### config.mk
export PLATFORM = sky130hd
export DESIGN_NAME = usi_tx_seq
export DESIGN_NICKNAME = d
export VERILOG_FILES = /design/src/rtl/usi_tx_seq.sv
export SDC_FILE = /design/constraint.sdc
export NUM_CORES = 1
export LEC_CHECK = 0
export CORE_MARGIN = 2
export CORE_UTILIZATION = 49
export CTS_CLUSTER_SIZE = 40
export DETAILED_ROUTE_END_ITERATION = 10
export GPL_TIMING_DRIVEN = 0
export PLACE_DENSITY_LB_ADDON = 0.08
export SLEW_MARGIN = 30
export SYNTH_ARGS = -nofsm -noshare
export SYNTH_HDL_FRONTEND = slang
export SYNTH_SLANG_ARGS = --single-unit
### constraint.sdc
create_clock -name clk -period 3.6 [get_ports clk]
set_input_delay 0.72 -clock clk [delete_from_list [all_inputs] [get_ports clk]]
set_output_delay 0.72 -clock clk [all_outputs]
set_load 0.01 [all_outputs]
### src/rtl/usi_tx_seq.sv
// usi_tx_seq: sequencer that owns the usitx transmitter.
// Loads pattern bytes from the host into the usitx state memory, then on
// host_go runs the pattern host_repeat+1 times with a 2-cycle re-arm gap.
//
// Ports:
//   clk, rst                  clock, async active-high reset
//   host_wr_valid/data/ready  pattern byte write channel (IDLE only)
//   host_clr, host_go         write-pointer clear / start pulses
//   host_repeat               extra runs after the first
//   host_abort                immediate stop pulse
//   busy, host_done           status: not-IDLE level, completion pulse
//   err, aborted              sticky flags
//   tx_prog_en/addr/wr/data   usitx state-programming port
//   tx_num_states, tx_run     usitx run control
//   tx_done                   usitx run completion level
//   rx_arm                    receiver arm pulse (only with USI_TX_SEQ_RX_ARM_EN)
//
// Optional feature macro: USI_TX_SEQ_RX_ARM_EN
module usi_tx_seq #(
  parameter int unsigned MEM_DEPTH = 1024,
  parameter int unsigned REP_W     = 8
) (
  input  logic             clk,
  input  logic             rst,
  input  logic             host_wr_valid,
  input  logic [7:0]       host_wr_data,
  output logic             host_wr_ready,
  input  logic             host_clr,
  input  logic             host_go,
  input  logic [REP_W-1:0] host_repeat,
  input  logic             host_abort,
  output logic             busy,
  output logic             host_done,
  output logic             err,
  output logic             aborted,
  output logic             tx_prog_en,
  output logic [15:0]      tx_prog_addr,
  output logic             tx_prog_wr,
  output logic [7:0]       tx_prog_data,
  output logic [16:0]      tx_num_states,
  output logic             tx_run,
  input  logic             tx_done
`ifdef USI_TX_SEQ_RX_ARM_EN
  ,
  output logic             rx_arm
`endif
);

  localparam int unsigned PTR_W = 17;
  localparam logic [PTR_W-1:0] DEPTH = PTR_W'(MEM_DEPTH);

  typedef enum logic [2:0] {
    S_IDLE   = 3'd0,
    S_SETUP  = 3'd1,
    S_RUN    = 3'd2,
    S_REARM  = 3'd3,
    S_FINISH = 3'd4
  } state_t;

  state_t             state_q, state_d;
  logic [PTR_W-1:0]   wr_ptr_q, wr_ptr_d;
  logic [REP_W-1:0]   rep_cnt_q, rep_cnt_d;
  logic               rearm_q, rearm_d;
  logic               done_q;
  logic               ready_q, ready_d;
  logic               busy_q, busy_d;
  logic               host_done_q, host_done_d;
  logic               err_q, err_d;
  logic               aborted_q, aborted_d;
  logic               prog_en_q, prog_en_d;
  logic [15:0]        prog_addr_q, prog_addr_d;
  logic               prog_wr_q, prog_wr_d;
  logic [7:0]         prog_data_q, prog_data_d;
  logic [PTR_W-1:0]   num_states_q, num_states_d;
  logic               run_q, run_d;
  logic               done_edge;
`ifdef USI_TX_SEQ_RX_ARM_EN
  logic               rx_arm_q, rx_arm_d;
`endif

  // State and output registers
  always_ff @(posedge clk or posedge rst) begin
    if (rst) begin
      state_q      <= S_IDLE;
      wr_ptr_q     <= '0;
      rep_cnt_q    <= '0;
      rearm_q      <= 1'b0;
      done_q       <= 1'b0;
      ready_q      <= 1'b1;
      busy_q       <= 1'b0;
      host_done_q  <= 1'b0;
      err_q        <= 1'b0;
      aborted_q    <= 1'b0;
      prog_en_q    <= 1'b1;
      prog_addr_q  <= '0;
      prog_wr_q    <= 1'b0;
      prog_data_q  <= '0;
      num_states_q <= '0;
      run_q        <= 1'b0;
`ifdef USI_TX_SEQ_RX_ARM_EN
      rx_arm_q     <= 1'b0;
`endif
    end else begin
      state_q      <= state_d;
      wr_ptr_q     <= wr_ptr_d;
      rep_cnt_q    <= rep_cnt_d;
      rearm_q      <= rearm_d;
      done_q       <= tx_done;
      ready_q      <= ready_d;
      busy_q       <= busy_d;
      host_done_q  <= host_done_d;
      err_q        <= err_d;
      aborted_q    <= aborted_d;
      prog_en_q    <= prog_en_d;
      prog_addr_q  <= prog_addr_d;
      prog_wr_q    <= prog_wr_d;
      prog_data_q  <= prog_data_d;
      num_states_q <= num_states_d;
      run_q        <= run_d;
`ifdef USI_TX_SEQ_RX_ARM_EN
      rx_arm_q     <= rx_arm_d;
`endif
    end
  end

  // Next state and next output values
  always_comb begin
    state_d      = state_q;
    wr_ptr_d     = wr_ptr_q;
    rep_cnt_d    = rep_cnt_q;
    rearm_d      = rearm_q;
    err_d        = err_q;
    aborted_d    = aborted_q;
    prog_addr_d  = prog_addr_q;
    prog_wr_d    = 1'b0;
    prog_data_d  = prog_data_q;
    num_states_d = num_states_q;
    done_edge    = tx_done & ~done_q;

    case (state_q)
      S_IDLE: begin
        // go beats clr and a same-cycle write; clr beats a write
        if (host_go) begin
          if (wr_ptr_q == '0) begin
            err_d = 1'b1;
          end else begin
            rep_cnt_d    = host_repeat;
            num_states_d = wr_ptr_q;
            err_d        = 1'b0;
            aborted_d    = 1'b0;
            state_d      = S_SETUP;
          end
        end else if (host_clr) begin
          wr_ptr_d  = '0;
          err_d     = 1'b0;
          aborted_d = 1'b0;
        end else if (host_wr_valid && ready_q) begin
          prog_wr_d   = 1'b1;
          prog_addr_d = wr_ptr_q[15:0];
          prog_data_d = host_wr_data;
          wr_ptr_d    = wr_ptr_q + PTR_W'(1);
        end
      end
      S_SETUP: begin
        if (host_abort) begin
          aborted_d = 1'b1;
          state_d   = S_IDLE;
        end else begin
          state_d = S_RUN;
        end
      end
      S_RUN: begin
        // abort outranks a simultaneous completion edge
        if (host_abort) begin
          aborted_d = 1'b1;
          state_d   = S_IDLE;
        end else if (done_edge) begin
          if (rep_cnt_q == '0) begin
            state_d = S_FINISH;
          end else begin
            rep_cnt_d = rep_cnt_q - REP_W'(1);
            rearm_d   = 1'b0;
            state_d   = S_REARM;
          end
        end
      end
      S_REARM: begin
        if (host_abort) begin
          aborted_d = 1'b1;
          state_d   = S_IDLE;
        end else if (rearm_q) begin
          state_d = S_RUN;
        end else begin
          rearm_d = 1'b1;
        end
      end
      S_FINISH: begin
        state_d = S_IDLE;
      end
      default: begin
        state_d = S_IDLE;
      end
    endcase

    // Outputs are registered from the next state so they align with it
    ready_d     = (state_d == S_IDLE) && (wr_ptr_d < DEPTH);
    busy_d      = (state_d != S_IDLE);
    prog_en_d   = (state_d == S_IDLE);
    run_d       = (state_d == S_RUN);
    host_done_d = (state_d == S_FINISH);
`ifdef USI_TX_SEQ_RX_ARM_EN
    rx_arm_d    = (state_d == S_RUN) && (state_q != S_RUN);
`endif
  end

  assign host_wr_ready = ready_q;
  assign busy          = busy_q;
  assign host_done     = host_done_q;
  assign err           = err_q;
  assign aborted       = aborted_q;
  assign tx_prog_en    = prog_en_q;
  assign tx_prog_addr  = prog_addr_q;
  assign tx_prog_wr    = prog_wr_q;
  assign tx_prog_data  = prog_data_q;
  assign tx_num_states = num_states_q;
  assign tx_run        = run_q;
`ifdef USI_TX_SEQ_RX_ARM_EN
  assign rx_arm        = rx_arm_q;
`endif

endmodule
Word level (Yosys, flattened, before mapping)
Index checks and enable logic that the tools add are counted.

storage, ports and cells
  bits in registers = 79
  input bits = 23
  output and inout bits = 49
  logic and storage cells = 91

operators by class
  add/sub/neg operators = 2
  order comparisons = 1
  equality and inequality tests = 14
  muxes and demuxes = 35
  bitwise logic cells = 5
  reduce and logical (&&, ||, !) cells = 18

operators with widths
  kind                                                                            number
  17-bit two-way mux                                                              4
  8-bit two-way mux                                                               5
  3-bit two-way mux                                                               7
  17-bit by 1-bit adder with 17-bit output, second input constant                 1
  17-bit logical NOT                                                              1
  17-bit by 11-bit less-than comparator with 1-bit output, second input constant  1
  8-bit case mux with 2 select lines                                              1
  1-bit two-way mux                                                               14
  2-bit != test, second input constant                                            6
  3-bit case mux with 4 select lines                                              1
  3-bit by 2-bit == test with 1-bit output, second input constant                 3
  8-bit logical NOT                                                               1
  4-bit AND reduction                                                             2
  2-bit nonzero test                                                              4
  8-bit by 1-bit subtractor with 8-bit output, second input constant              1
  3-bit logical NOT                                                               2
  3-bit != test, second input constant                                            2
  6-bit AND reduction                                                             1
  5-bit AND reduction                                                             1
  1-bit NOT                                                                       4
  1-bit case mux with 2 select lines                                              2
  3-bit by 1-bit == test with 1-bit output, second input constant                 1
  3-bit == test, second input constant                                            1
  3-bit AND reduction                                                             1
  other kinds (7)                                                                 8

Depth between registers and ports, before layout
  depth in word-level cells = 7
  depth in mapped cells = 9
  gate-level depth less buffers = 8

Least setup slack after synthesis
OpenSTA, ideal clock, no wires.

  kind = input port to flip-flop
  from = input host_wr_valid
  to = register ready_q (netlist: host_wr_ready)
  setup time = 0.090 ns
  arrival time = 2.234 ns
  required time = 3.510 ns
  setup slack = 1.276 ns
  cell stages on the path = 7
  path buffers = 1
  cells stage by stage = and3_1 -> clkbuf_1 -> nand4_1 -> nor2_1 -> mux2_2 -> or4_1 -> nor4_2

on the way
  cells in the longest elaborated chain, start to end = 7

ends and longest elaborated chain
  item                                                     RTL line  text
  from (decl)                                              25        input logic host_wr_valid,
  1-bit logical AND                                        157       end else if (host_wr_valid && ready_q) begin
  17-bit two-way mux                                       157
  17-bit two-way mux                                       153       end else if (host_clr) begin
  17-bit two-way mux                                       143       if (host_go) begin
  17-bit two-way mux                                       140       case (state_q)
  17-bit by 11-bit less-than comparator with 1-bit output  206       ready_d = (state_d == S_IDLE) && (wr_ptr_d < DEPTH);
  1-bit logical AND                                        206
  net ready_d                                              65        logic ready_q, ready_d;
  to (signal assigned)                                     109       ready_q <= ready_d;
  to (decl)                                                65

The timed path passes the listed nets, and every way through them passes these cells.
A chain may end at the register's enable or synchronous reset.

Worst setup path after layout
Same ends and word-level chain as after synthesis.

==> summary.md <==
| Metric | Value |
|---|---|
| Synth unique cells | 52 |
| Final HPWL DP | 5430 um |
| DRC | 0 |
| Synth async-reset ratio | 100% |
| Synth area leaders | dfrtp_1, mux2_2, o21ai_0 |
| Post-CTS Setup Bufs | 0 |
| Data arrival, critical path | 3060 ps |
| CTS tree | done |
| Relative slew margins | 53.8% |
| Hold depth | 2 |
| Worst hold endpoint | tx_num_states[0]$_DFFE_PP0P_ |
| # IOs | 72 |
| Total power | 2.86 mW |
| CP Launch Type | input pin |
| Worst slack, placed | 479 ps |
| Cells along the critical path | clkdlybuf4s50_1 -> and3_1 -> clkbuf_1 -> nand4_1 -> nor2_1 -> mux2_2 -> or4_1 -> nor4_2 |
| Net switching power figure | 0.931 mW |
| WL final | 7730 um |
| Crit path from | host_wr_valid |
| Vias per inst | 5.50 |
| Min-Delay Startpoint | tx_num_states[0]$_DFFE_PP0P_ |
| Die height | 90.3 um |
| DRT antenna net count | 0 |
| Reg2reg start | wr_ptr_q[0]$_DFFE_PP0P_ |
| PD cells | 604 mW/mm^2 |
| Cts bufs inserted | 9 |
| First-pass GRT wire length | 13500 um |
| Comb pwr share | 33.2% |
| Port Buffer Count | 71 |
| CTS Root Cell | clkbuf_8 |
| Top delay family on crit path | simple AND/OR/NAND/NOR gates |
| Fin. max-slew vios | 0 |
| P_leak | 2.10 nW |
| Initial antenna violation count | 0 |
| Die ar. | 0.00815 sq mm |
| Clk buf depth | 2 |
| Most numerous cell in the Yosys netlist | dfrtp_1 |
| Worst stage delay on the critical path | 550 ps |
| Worst EP required | 3860 ps |
| Core Area | 0.00721 sq mm |
| Fin crit period | 2800 ps |
| Grt ovf | 0 |
| Post-route setup slack | 799 ps |
| Crit Path Max Fanout | 6 |
| DR vias | 2816 |
| FF-to-FF setup slack | 1130 ps |
| Post-Synthesis Cell Area | 0.00365 sq mm |
| Int Pwr | 1.93 mW |
| Clk_skew | 10.5 ps |
| Switching part of the total power | 32.5% |
| DR iter-0 viols | 119 |
| Layout cells sized above 1 | 19.4% |
| Synth cell count leaders | dfrtp_1, mux2_2, o21ai_0, nand2_1, nor2_1 |
| FF-to-FF path depth | 8 |
| Gr usage total | 20.8% |
| Die Wd | 90.3 um |
| Final Setup Violations | 0 |
| Count of final hold-check violations | 0 |
| Crit path capture type | register |
| Clk sink count | 79 |
| Yosys Warn Count | 0 |
| Gpl congestion | 0.857 |
| Final Util | 65.7% |
| Routed WL per cell | 15.1 um |
| Main synth FF type | dfrtp_1 |
| Vias in the first global route | 2792 |
| RSZ-0062 raised after global routing | false |
| Largest area contributor in the netlist | dfrtp_1 |
| Clock-pin transition on the worst setup and hold timing paths | 70 ps |
| Starting Density | 50.6% |
| Cells after synthesis | 325 |
| Largest net degree at the start of global routing | 49 |
| Hold crit path type | register to register |
| Layout area overhead | 29.8% |
| # hold bufs at CTS | 0 |
| Sequential-to-total area share from yosys stat | 54.2% |
| Crit path kind | input pin to register |
| Achievable Freq | 357 MHz |
| CP max stage cell | clkdlybuf4s50_1 |
| Maxcap violations | 0 |
| Post_cts resized | 0 |
| Post-synth top area share | 52.8% |
| Clk_lat worst skew | 350 ps |
| Reg2Reg Capture Point | host_wr_ready$_DFF_PP1_ |
| H-Tree Depth | 3 |
| Seq pwr share | 41.3% |
| Max VDD drop | 0.000353 V |
| Syn nets | 351 |
| Mapped Avg Cell Area | 11.2 sq um |
| Synthesized flop and latch total | 79 |
| Placement Rows | 31 |
| Ant diodes | 0 |
| EDFF count, synth | 0 |
| Run status | finished clean |
| Clock share of power | 25.5% |
| Final period util | 77.8% |
| Least-Margin Pin Slew | 685 ps |
| First-pass DRT Iterations | 4 |
| Nets | 434 |
| WP buf/inv | 2 |
-- worst min-delay path: stages (launching register included) --
cell and delay, ps:
dfrtp_1 340, nand2_1 40, o21ai_0 60
-- cell type report --
| cell class | count | area, sq um |
|---|---|---|
| fill | 601 | 2480 |
| tap | 99 | 124 |
| inverter | 13 | 51.3 |
| clock inverter | 5 | 81.3 |
| buffer | 22 | 106 |
| multi-input combinational | 211 | 1520 |
| sequential | 79 | 1980 |
| timing repair buffer | 72 | 731 |
| clock buffer | 11 | 141 |
-- per-layer routing --
metal | GRT usage [%] | up-vias | part of all wire (%)
met3 | 4.51 | 14 | 5.9
li1 | - | 1320 | -
met1 | 28.9 | 1393 | 46
met4 | 9.74 | 0 | 2.4
met5 | 0 | - | 0
met2 | 31.3 | 89 | 46
-- cells by family after synthesis --
kind of cell / after synthesis / share of synthesized area (%)
adders and majority gates: 3 / 1.03
muxes: 39 / 12.0
DFF: 79 / 54.2
buffers and inverters: 35 / 4.25
and+or+nand+nor: 101 / 16.3
xor gates and xnor gates: 11 / 2.64
AOI/OAI and AO/OA: 57 / 9.53
-- state kept, by name, indices dropped and copies added, names as in the netlist, 3 cells and up --
name and count:
tx_num_states 17, rep_cnt_q 8, tx_prog_data 8, wr_ptr_q 17, state_q 3, tx_prog_addr 16
-- layout by cell type (no fill, tap or decap), types with 3 or more instances in the layout --
| cell | Yosys | final |
|---|---|---|
| nand2_1 | 25 | 25 |
| mux2_2 | 39 | 39 |
| inv_1 | 13 | 12 |
| buf_2 | 6 | 6 |
| ha_1 | 3 | 3 |
| nor3_1 | 3 | 3 |
| nor4_1 | 6 | 6 |
| dfrtp_1 | 77 | 77 |
| clkbuf_8 | 0 | 10 |
| xor2_1 | 6 | 6 |
| nand4_1 | 11 | 11 |
| o31ai_1 | 3 | 3 |
| nand3_1 | 4 | 4 |
| and3_1 | 5 | 5 |
| o21ai_0 | 30 | 30 |
| clkbuf_1 | 11 | 12 |
| a21oi_1 | 9 | 9 |
| xnor2_1 | 5 | 5 |
| clkdlybuf4s50_1 | 0 | 71 |
| a22oi_1 | 3 | 3 |
| nor2_1 | 24 | 24 |
-- power groups by stage --
stage / sequential, mW / clock, mW / combinational (mW)
after floorplan: 1.22 / 0 / 0.543
after global placement: 1.19 / 0 / 0.925
after detailed placement: 1.20 / 0 / 0.951
after CTS: 1.18 / 0.744 / 0.953
after global routing: 1.21 / 0.785 / 1.05
final: 1.18 / 0.729 / 0.950
-- metrics by stage --
step / hold WS, ps / instance area [sq um] / setup TNS [ps] / instances
floorplan: 444 / 3650 / 0 / 325
global placement: 461 / 4480 / -31790 / 495
detailed placement: 471 / 4510 / 0 / 496
CTS: 487 / 4730 / 0 / 512
global route: 508 / 4740 / 0 / 512
finish: 487 / 4740 / 0 / 512
-- worst max path at each step --
stage	depth (start not counted)	end	slack, ps
after floorplan	1	aborted$_DFFE_PP0P_	860
after global placement	2	tx_prog_data[7]$_DFFE_PP0P_	-420
after detailed placement	8	host_wr_ready$_DFF_PP1_	480
after CTS	8	host_wr_ready$_DFF_PP1_	840
after global routing	8	host_wr_ready$_DFF_PP1_	690
final	8	host_wr_ready$_DFF_PP1_	800
Power figures use the tool's default switching activity.
